==> config.mk <==
export PLATFORM = sky130hd
export DESIGN_NAME = median_feeder
export DESIGN_NICKNAME = d
export VERILOG_FILES = /design/src/rtl/median_pkg.sv /design/src/rtl/median_feeder.sv
export SDC_FILE = /design/constraint.sdc
export NUM_CORES = 1
export LEC_CHECK = 0
export CORE_UTILIZATION = 40
export CTS_CLUSTER_DIAMETER = 30
export CTS_CLUSTER_SIZE = 20
export DETAILED_ROUTE_END_ITERATION = 6
export SYNTH_ARGS = -nofsm -noshare
export SYNTH_HDL_FRONTEND = slang
export SYNTH_SLANG_ARGS = --single-unit
==> constraint.sdc <==
create_clock -name CLK -period 2.2 [get_ports CLK]
set_input_delay 0.22 -clock CLK [delete_from_list [all_inputs] [get_ports CLK]]
set_output_delay 0.22 -clock CLK [all_outputs]
set_load 0.005 [all_outputs]
==> src/rtl/median_pkg.sv <==
// Shared constants and state type for the median filter feeder.
package median_pkg;

    // Pixels per median window (3x3 neighbourhood).
    localparam int NPIX        = 9;
    // Default number of WAIT cycles tolerated without a result strobe.
    localparam int TIMEOUT_DEF = 64;
    // Pixel width on both the upstream and filter side.
    localparam int PIX_W       = 8;
    // Width of the window pixel counter and send index (0..NPIX-1).
    localparam int CNT_W       = $clog2(NPIX);

    typedef enum logic [1:0] {
        ST_COLLECT,
        ST_SEND,
        ST_WAIT,
        ST_OUT
    } state_t;

endpackage

==> src/rtl/median_feeder.sv <==
// Median feeder: gathers a 9-pixel window from upstream, streams it to the
// median filter as a contiguous burst, waits (bounded) for the result strobe
// and presents the captured median downstream with a valid/ready handshake.
module median_feeder
    import median_pkg::*;
#(
    parameter int TIMEOUT = TIMEOUT_DEF
) (
    input  logic             CLK,
    input  logic             nRST,
    input  logic             IN_VALID,
    input  logic [PIX_W-1:0] IN_DATA,
    output logic             IN_READY,
    output logic             DSI,
    output logic [PIX_W-1:0] DI,
    input  logic             DSO,
    input  logic [PIX_W-1:0] DO,
    output logic             OUT_VALID,
    output logic [PIX_W-1:0] OUT_DATA,
    input  logic             OUT_READY,
    output logic             BUSY,
    output logic             ERR
);

    // Timer holds 0..TIMEOUT-1, so it never wraps.
    localparam int TMR_W = $clog2(TIMEOUT + 1);

    state_t             state;
    state_t             state_next;
    logic [CNT_W-1:0]   cnt;
    logic [CNT_W-1:0]   idx;
    logic [CNT_W-1:0]   idx_next;
    logic [TMR_W-1:0]   timer;
    logic [PIX_W-1:0]   pix_buf [NPIX];
    logic               accept;
    logic               last_pix;
    logic               last_send;
    logic               timer_done;

    assign accept     = (state == ST_COLLECT) && IN_VALID;
    assign last_pix   = (cnt == CNT_W'(NPIX - 1));
    assign last_send  = (idx == CNT_W'(NPIX - 1));
    assign idx_next   = idx + 1'b1;
    assign timer_done = (timer == TMR_W'(TIMEOUT - 1));

    // State register.
    always_ff @(posedge CLK or negedge nRST) begin
        // NOTE: sequential state uses non-blocking assignments so every flop
        // samples the pre-edge values regardless of block evaluation order.
        if (!nRST) begin
            state <= ST_COLLECT;
        end else begin
            state <= state_next;
        end
    end

    // Next-state logic and state-decoded outputs.
    always_comb begin
        // NOTE: every output of this block gets a default first, so no path
        // through the case leaves a signal unassigned and no latch is inferred.
        state_next = state;
        IN_READY   = 1'b0;
        BUSY       = 1'b0;
        case (state)
            ST_COLLECT: begin
                IN_READY = 1'b1;
                if (IN_VALID && last_pix) state_next = ST_SEND;
            end
            ST_SEND: begin
                BUSY = 1'b1;
                if (last_send) state_next = ST_WAIT;
            end
            ST_WAIT: begin
                BUSY = 1'b1;
                // A result strobe on the final timeout cycle still wins.
                if (DSO)             state_next = ST_OUT;
                else if (timer_done) state_next = ST_COLLECT;
            end
            ST_OUT: begin
                if (OUT_READY) state_next = ST_COLLECT;
            end
            default: state_next = ST_COLLECT;
        endcase
    end

    // Window storage: written only on accepted pixels.
    always_ff @(posedge CLK) begin
        // NOTE: the pixel buffer is deliberately not reset; every entry is
        // rewritten before it is read, and a reset would only cost a mux per bit.
        if (accept) pix_buf[cnt] <= IN_DATA;
    end

    // Counters, filter strobe/data, result capture and sticky error.
    always_ff @(posedge CLK or negedge nRST) begin
        if (!nRST) begin
            cnt       <= '0;
            idx       <= '0;
            timer     <= '0;
            DSI       <= 1'b0;
            DI        <= '0;
            OUT_VALID <= 1'b0;
            OUT_DATA  <= '0;
            ERR       <= 1'b0;
        end else begin
            case (state)
                ST_COLLECT: begin
                    if (IN_VALID) begin
                        if (last_pix) begin
                            // Launch the burst so DSI is high on the first SEND cycle.
                            cnt <= '0;
                            idx <= '0;
                            DSI <= 1'b1;
                            DI  <= pix_buf[0];
                        end else begin
                            cnt <= cnt + 1'b1;
                        end
                    end
                end
                ST_SEND: begin
                    if (last_send) begin
                        idx   <= '0;
                        timer <= '0;
                        DSI   <= 1'b0;
                        DI    <= '0;
                    end else begin
                        idx <= idx_next;
                        DI  <= pix_buf[idx_next];
                    end
                end
                ST_WAIT: begin
                    if (DSO) begin
                        OUT_DATA  <= DO;
                        OUT_VALID <= 1'b1;
                    end else if (timer_done) begin
                        // Abandon the window; the filter never answered.
                        ERR   <= 1'b1;
                        timer <= '0;
                        cnt   <= '0;
                    end else begin
                        timer <= timer + 1'b1;
                    end
                end
                ST_OUT: begin
                    if (OUT_READY) begin
                        OUT_VALID <= 1'b0;
                        cnt       <= '0;
                    end
                end
                default: ;
            endcase
        end
    end

endmodule

======== Word level (Yosys, flattened, before mapping) ========
Memories as Yosys holds them, arrays and structs flattened.
Index checks and enable logic that the tools add are counted.
word-level totals
  bits in read-only memories .............. 0
  output and inout bits ................... 21
  input bits .............................. 21
  RAM bits ................................ 72
  register bits after elaboration ......... 36
  memories ................................ 1
  latch bits .............................. 0
cells by class
  $lt $le $gt $ge ......................... 0
  divide/modulo/power cells ............... 0
  eq/ne operators ......................... 15
  shifts and indexed selects .............. 0
  bitwise logic cells ..................... 1
  muxes and demuxes ....................... 35
  multiply operators ...................... 0
  $add $sub $neg .......................... 3
  reduce and logical (&&, ||, !) cells .... 16
memory list
  memory   depth  width  read ports  clocked after memory_dff  wr ports  RTL line             source
  pix_buf  9      8      2           0                         1         median_feeder.sv:34  logic [PIX_W-1:0] pix_buf [NPIX];
operators with widths
  kind                                           number
  2-to-1 mux 4 bit                               8
  2-to-1 mux 8 bit                               3
  2-to-1 mux 7 bit                               3
  case mux 8 bit (2 select lines)                1
  inequality test 2 bit, second input constant   7
  case mux 7 bit (2 select lines)                1
  case mux 4 bit (3 select lines)                1
  AND reduction 3 bit                            4
  2-to-1 mux 2 bit                               5
  2-to-1 mux 1 bit                               9
  adder 4 x 1 -> 4 bit, second input constant    2
  == test 4 bit, second input constant           2
  case mux 2 bit (4 select lines)                1
  case mux 4 bit (2 select lines)                1
  AND reduction 4 bit                            2
  adder 7 x 1 -> 7 bit, second input constant    1
  == test 7 x 6 -> 1 bit, second input constant  1
  nonzero test 2 bit                             3
  AND reduction 5 bit                            1
  == test 2 bit, second input constant           2
  case mux 1 bit (2 select lines)                2
  inequality test 3 bit, second input constant   1
  nonzero test 3 bit                             1
  == test 2 x 1 -> 1 bit, second input constant  1
  other kinds (6)                                7

======== Logic depth before layout (Yosys ltp) ========
  depth after elaboration ................. 4
  mapped depth ............................ 8

======== Worst setup path before layout ========
Ideal clock, no wire load.
  kind .................................... register to register
  start ................................... register idx[0]
  end ..................................... register DI[0]
  path slack .............................. 0.052 ns
  period minus slack after synthesis ...... 2.148 ns
  library setup time ...................... 0.139 ns
  arrival ................................. 2.009 ns
  data required time ...................... 2.061 ns
  buffers on the path ..................... 3
  cell stages (with the launch flop) ...... 9
  cells stage by stage .................... dfrtp_1 buf_2 inv_1 ha_1 buf_2 clkbuf_1 mux4_2 mux2i_1 o221ai_1
between the ends
  longest elaborated chain between the ends .. 4
  elaborated cells on any way between the ends .. 5
RTL lines
  element                            RTL line              source
  start: declaration                 median_feeder.sv:31   logic [CNT_W-1:0] idx;
  start signal: assignment           median_feeder.sv:126  idx <= idx_next;
  adder 4 x 1 -> 4 bit               median_feeder.sv:43   assign idx_next = idx + 1'b1;
  memory read (9 x 8 bit)            --
  2-to-1 mux 8 bit *                 median_feeder.sv:120  if (last_send) begin
  case mux 8 bit (2 select lines) *  median_feeder.sv:105  case (state)
  end signal: assignment             median_feeder.sv:113  DI <= pix_buf[0];
  end signal: assignment             median_feeder.sv:127  DI <= pix_buf[idx_next];
  end: declaration                   median_feeder.sv:15   output logic [PIX_W-1:0] DI,
Every way passes the cells marked *; elsewhere a longest branch is shown, timed or not.
A chain may end at the register's enable or synchronous reset.

======== Worst setup path after layout ========
  start ................................... register state[0]
  end ..................................... register cnt[1]
between the ends
  longest elaborated chain between the ends .. 3
  elaborated cells on any way between the ends .. 10
RTL lines
  element                                                                       RTL line              source
  start: declaration                                                            median_feeder.sv:28   state_t state;
  start signal: assignment                                                      median_feeder.sv:53   state <= state_next;
  == test 2 bit / logical NOT 2 bit (equally long branches)                     median_feeder.sv:105
  inequality test 2 bit (no line) / nonzero test 3 bit (equally long branches)  --
  AND reduction 5 bit (no line)                                                 --
  end signal: assignment                                                        median_feeder.sv:115  cnt <= cnt + 1'b1;
  end: declaration                                                              median_feeder.sv:30   logic [CNT_W-1:0] cnt;
Several ways; a longest one is shown, not always the timed one.

==> results by group <==
Run status
  • Outcome: complete, but fails checks
  • Failing checks: DRC, hold timing

Placement
  • Placed insts: 498
  • Placed Area: 5460 sq um
  • Detail Placement HPWL: 6.58 mm
  • Port-buffer cells: 41
  • Gpl congestion: 0.732
  • Post-place setup slack: 0.173 ns

STA
  • Setup repair after global routing missed its margin: false
  • Final WS setup: 0.159 ns
  • Max_slew headroom: 0.424
  • Worst-Margin Slew: 0.864 ns
  • Max Freq: 0.490 GHz
  • Final hold viol count: 36
  • Period utilisation layout: 0.928
  • WHS: -0.0299 ns
  • Final setup viols: 0
  • Slew Limit Fails: 0
  • Period minus WS final: 2.04 ns
  • TNS Setup: 0 ns
  • Clock skew: 0.00991 ns

Synthesis
  • Most common cell in the netlist: edfxtp_1
  • Synth top cells by count: edfxtp_1 (72), dfrtp_1 (36), nand2_1 (23)
  • Avg Inst Size Synth: 15.5 sq um
  • Synth Warn #: 0
  • Gate Count Post-Synth: 307
  • Top post-synthesis cells by area: edfxtp_1 (45%), dfrtp_1 (19%), mux4_2 (7.6%), mux2i_1 (3.8%), ha_1 (3.2%)
  • Mapped Area: 4760 sq um
  • Seq cells post-synth: 108
  • Post-synth EDFFs: 72
  • Seq/Total Area, Yosys: 0.644
  • Async SR Flop Fraction: 0.333
  • Area leader, netlist: edfxtp_1
  • Syn_nets: 340
  • Synth unique cells: 51
  • Share of the synthesized area in the top cell type: 0.454
  • Ys flop type: edfxtp_1

Routing
  • Post-DRT Antenna Nets: 0
  • Vias: 2,728
  • WL per Instance: 18.7 microns
  • Drt drc: 2
  • Via/cell ratio: 5.31
  • Drt first-iter violations: 180
  • Routed wire length: 9.63 mm
  • First-pass iteration count of the detailed router: 7

Cells and area
  • Diodes inserted: 0
  • Design area: 5770 sq um
  • Fillcell total: 971
  • Area grow syn2layout: 21.4%
  • Layout cells sized above 1: 0.183
  • Non-filler cells, final: 514
  • # nets final: 399
  • Layout Utilization: 0.501

Setup path
  • Worst-path maximum fanout: 8
  • Required time worst endpoint: 2.48 ns
  • WS Path Type: reg2reg
  • Reg2reg path depth: 6
  • CP arrival: 2.33 ns
  • R2R Setup Slk: 0.16 ns
  • Worst setup SP type: flop
  • CP endpoint kind: flop
  • FF-to-FF Start: state[0]
  • RR Endpoint: cnt[1]

Floorplan
  • Die area: 12,300 sq um
  • Die Span X: 111 microns
  • Starting Density: 0.413
  • Die H: 111 microns
  • Core area: 11,500 sq um
  • Core Rows: 39
  • Io pins: 42

GRT
  • Largest net degree at the start of global routing: 37
  • GRT Total Usage: 0.170
  • Vias in the first global route: 2,877
  • Remaining Overflow, GRT: 0
  • First-pass GRT wire length: 15.4 mm
  • Initial antenna violation count: 0

Clocking
  • Clock tree sinks: 108
  • H-tree depth: 3
  • CTS clock-pin slew for the worst setup and hold paths: 0.08 ns
  • TritonCTS Buffers: 9
  • Resize count post-CTS: 0
  • Setup Buffers After CTS: 0
  • Clk buf depth: 2
  • CTS tree: yes
  • Worst skew pair latency: 0.36 ns
  • CTS Hold Buffers Added: 0
  • Root buffer selected by CTS: clkbuf_16

Flow run
  • Max Cap Viol: 0

Power
  • Worst vdd ir: 0.800 mV
  • Leakage dissipation: 2.11 nW
  • P per Cell Area: 1230 nW/um^2

Worst hold path
  • Hold Crit Class: in2async
[sequential cells by signal, indices dropped and copies added (netlist names)]
register	count
cnt	4
ERR	1
idx	4
DI	8
DSI	1
state	2
OUT_DATA	8
pix_buf	72
timer	7
OUT_VALID	1
[metal layers]
metal / wire, microns / track usage / vias up / part of all wire
li1: - / - / 1307 / -
met1: 4420 / 0.214 / 1361 / 0.46
met2: 4680 / 0.276 / 46 / 0.49
met3: 368 / 0.0569 / 14 / 0.038
met4: 153 / 0.0532 / 0 / 0.016
met5: 0 / 0 / - / 0
[logic make-up (layout without fill, tap and decap cells)]
logic type,after synthesis,in the layout,synth area share
DFF,108,108,0.644
and+or+nand+nor,75,75,0.0913
AOI/OAI and AO/OA,44,44,0.0739
muxes,42,42,0.133
buffers and inverters,25,89,0.0234
adders and majority gates,12,12,0.0316
xor gates and xnor gates,1,1,0.00342
[how the worst max path moves through the flow]
stage / from / end / slack [ns] / depth (start not counted)
final: state[0] / cnt[1] / 0.16 / 6
after floorplan: idx[0] / DI[0] / 0.05 / 8
after global routing: state[1] / pix_buf[7][5] / 0.0005 / 6
after CTS: state[0] / cnt[1] / 0.16 / 6
after detailed placement: state[0] / cnt[1] / 0.17 / 6
after global placement: state[0] / cnt[1] / 0.22 / 6
[critical path: stages, from the launching register on]
cell and delay [ns]:
dfrtp_1 0.40, inv_1 0.17, ha_1 0.37, nand2b_4 0.07
or3_4 0.41, a221oi_4 0.34, mux2i_1 0.21
[cells in the final DEF, fill, tap and decap left out, types with 2 or more instances in the layout]
master / instances
o21ai_1: 7
a21oi_1: 2
and2_1: 7
ha_1: 12
mux2_2: 8
clkdlybuf4s50_1: 40
o221ai_1: 8
o31ai_1: 2
nor4_1: 2
inv_1: 14
and2_2: 2
nor2_1: 6
inv_6: 2
or4_1: 3
mux2i_1: 18
nand2_1: 23
o21ai_0: 2
buf_12: 3
nand2b_1: 5
edfxtp_1: 72
nor3_1: 5
buf_4: 15
or2_1: 2
a22o_1: 6
clkbuf_16: 9
dfrtp_1: 36
mux4_2: 16
o21bai_1: 2
nand3b_1: 2
a31oi_1: 2
o21a_1: 4
nand3_1: 6
or3_1: 2
nor2b_1: 2
[final cells by class]
type / instances / area (sq um) / share of cell area
Clock buffer: 9 / 225 / 0.0390
Multi-Input combinational cell: 174 / 1590 / 0.275
Tap cell: 143 / 179 / 0.0310
Clock inverter: 7 / 91.3 / 0.0158
Inverter: 14 / 52.6 / 0.00910
Sequential cell: 108 / 3060 / 0.530
Timing Repair Buffer: 59 / 578 / 0.100
[where the power goes]
part           switching [mW]  total (mW)  internal, mW  leakage, nW
registers               0.217        2.71          2.49         1.11
logic                    1.32        2.70          1.39        0.855
clock network           0.773        1.68         0.910        0.151
total                    2.31        7.10          4.79         2.11
[per-stage QoR]
step,hold WS [ns],total power [mW]
final,-0.0299,7.10
after global routing,0.0498,7.49
after CTS,0.00715,7.19
after detailed placement,0.398,5.49
after global placement,0.382,5.42
after floorplan,-0.0756,4.44
Note: power is estimated with default switching activity, not from simulation.
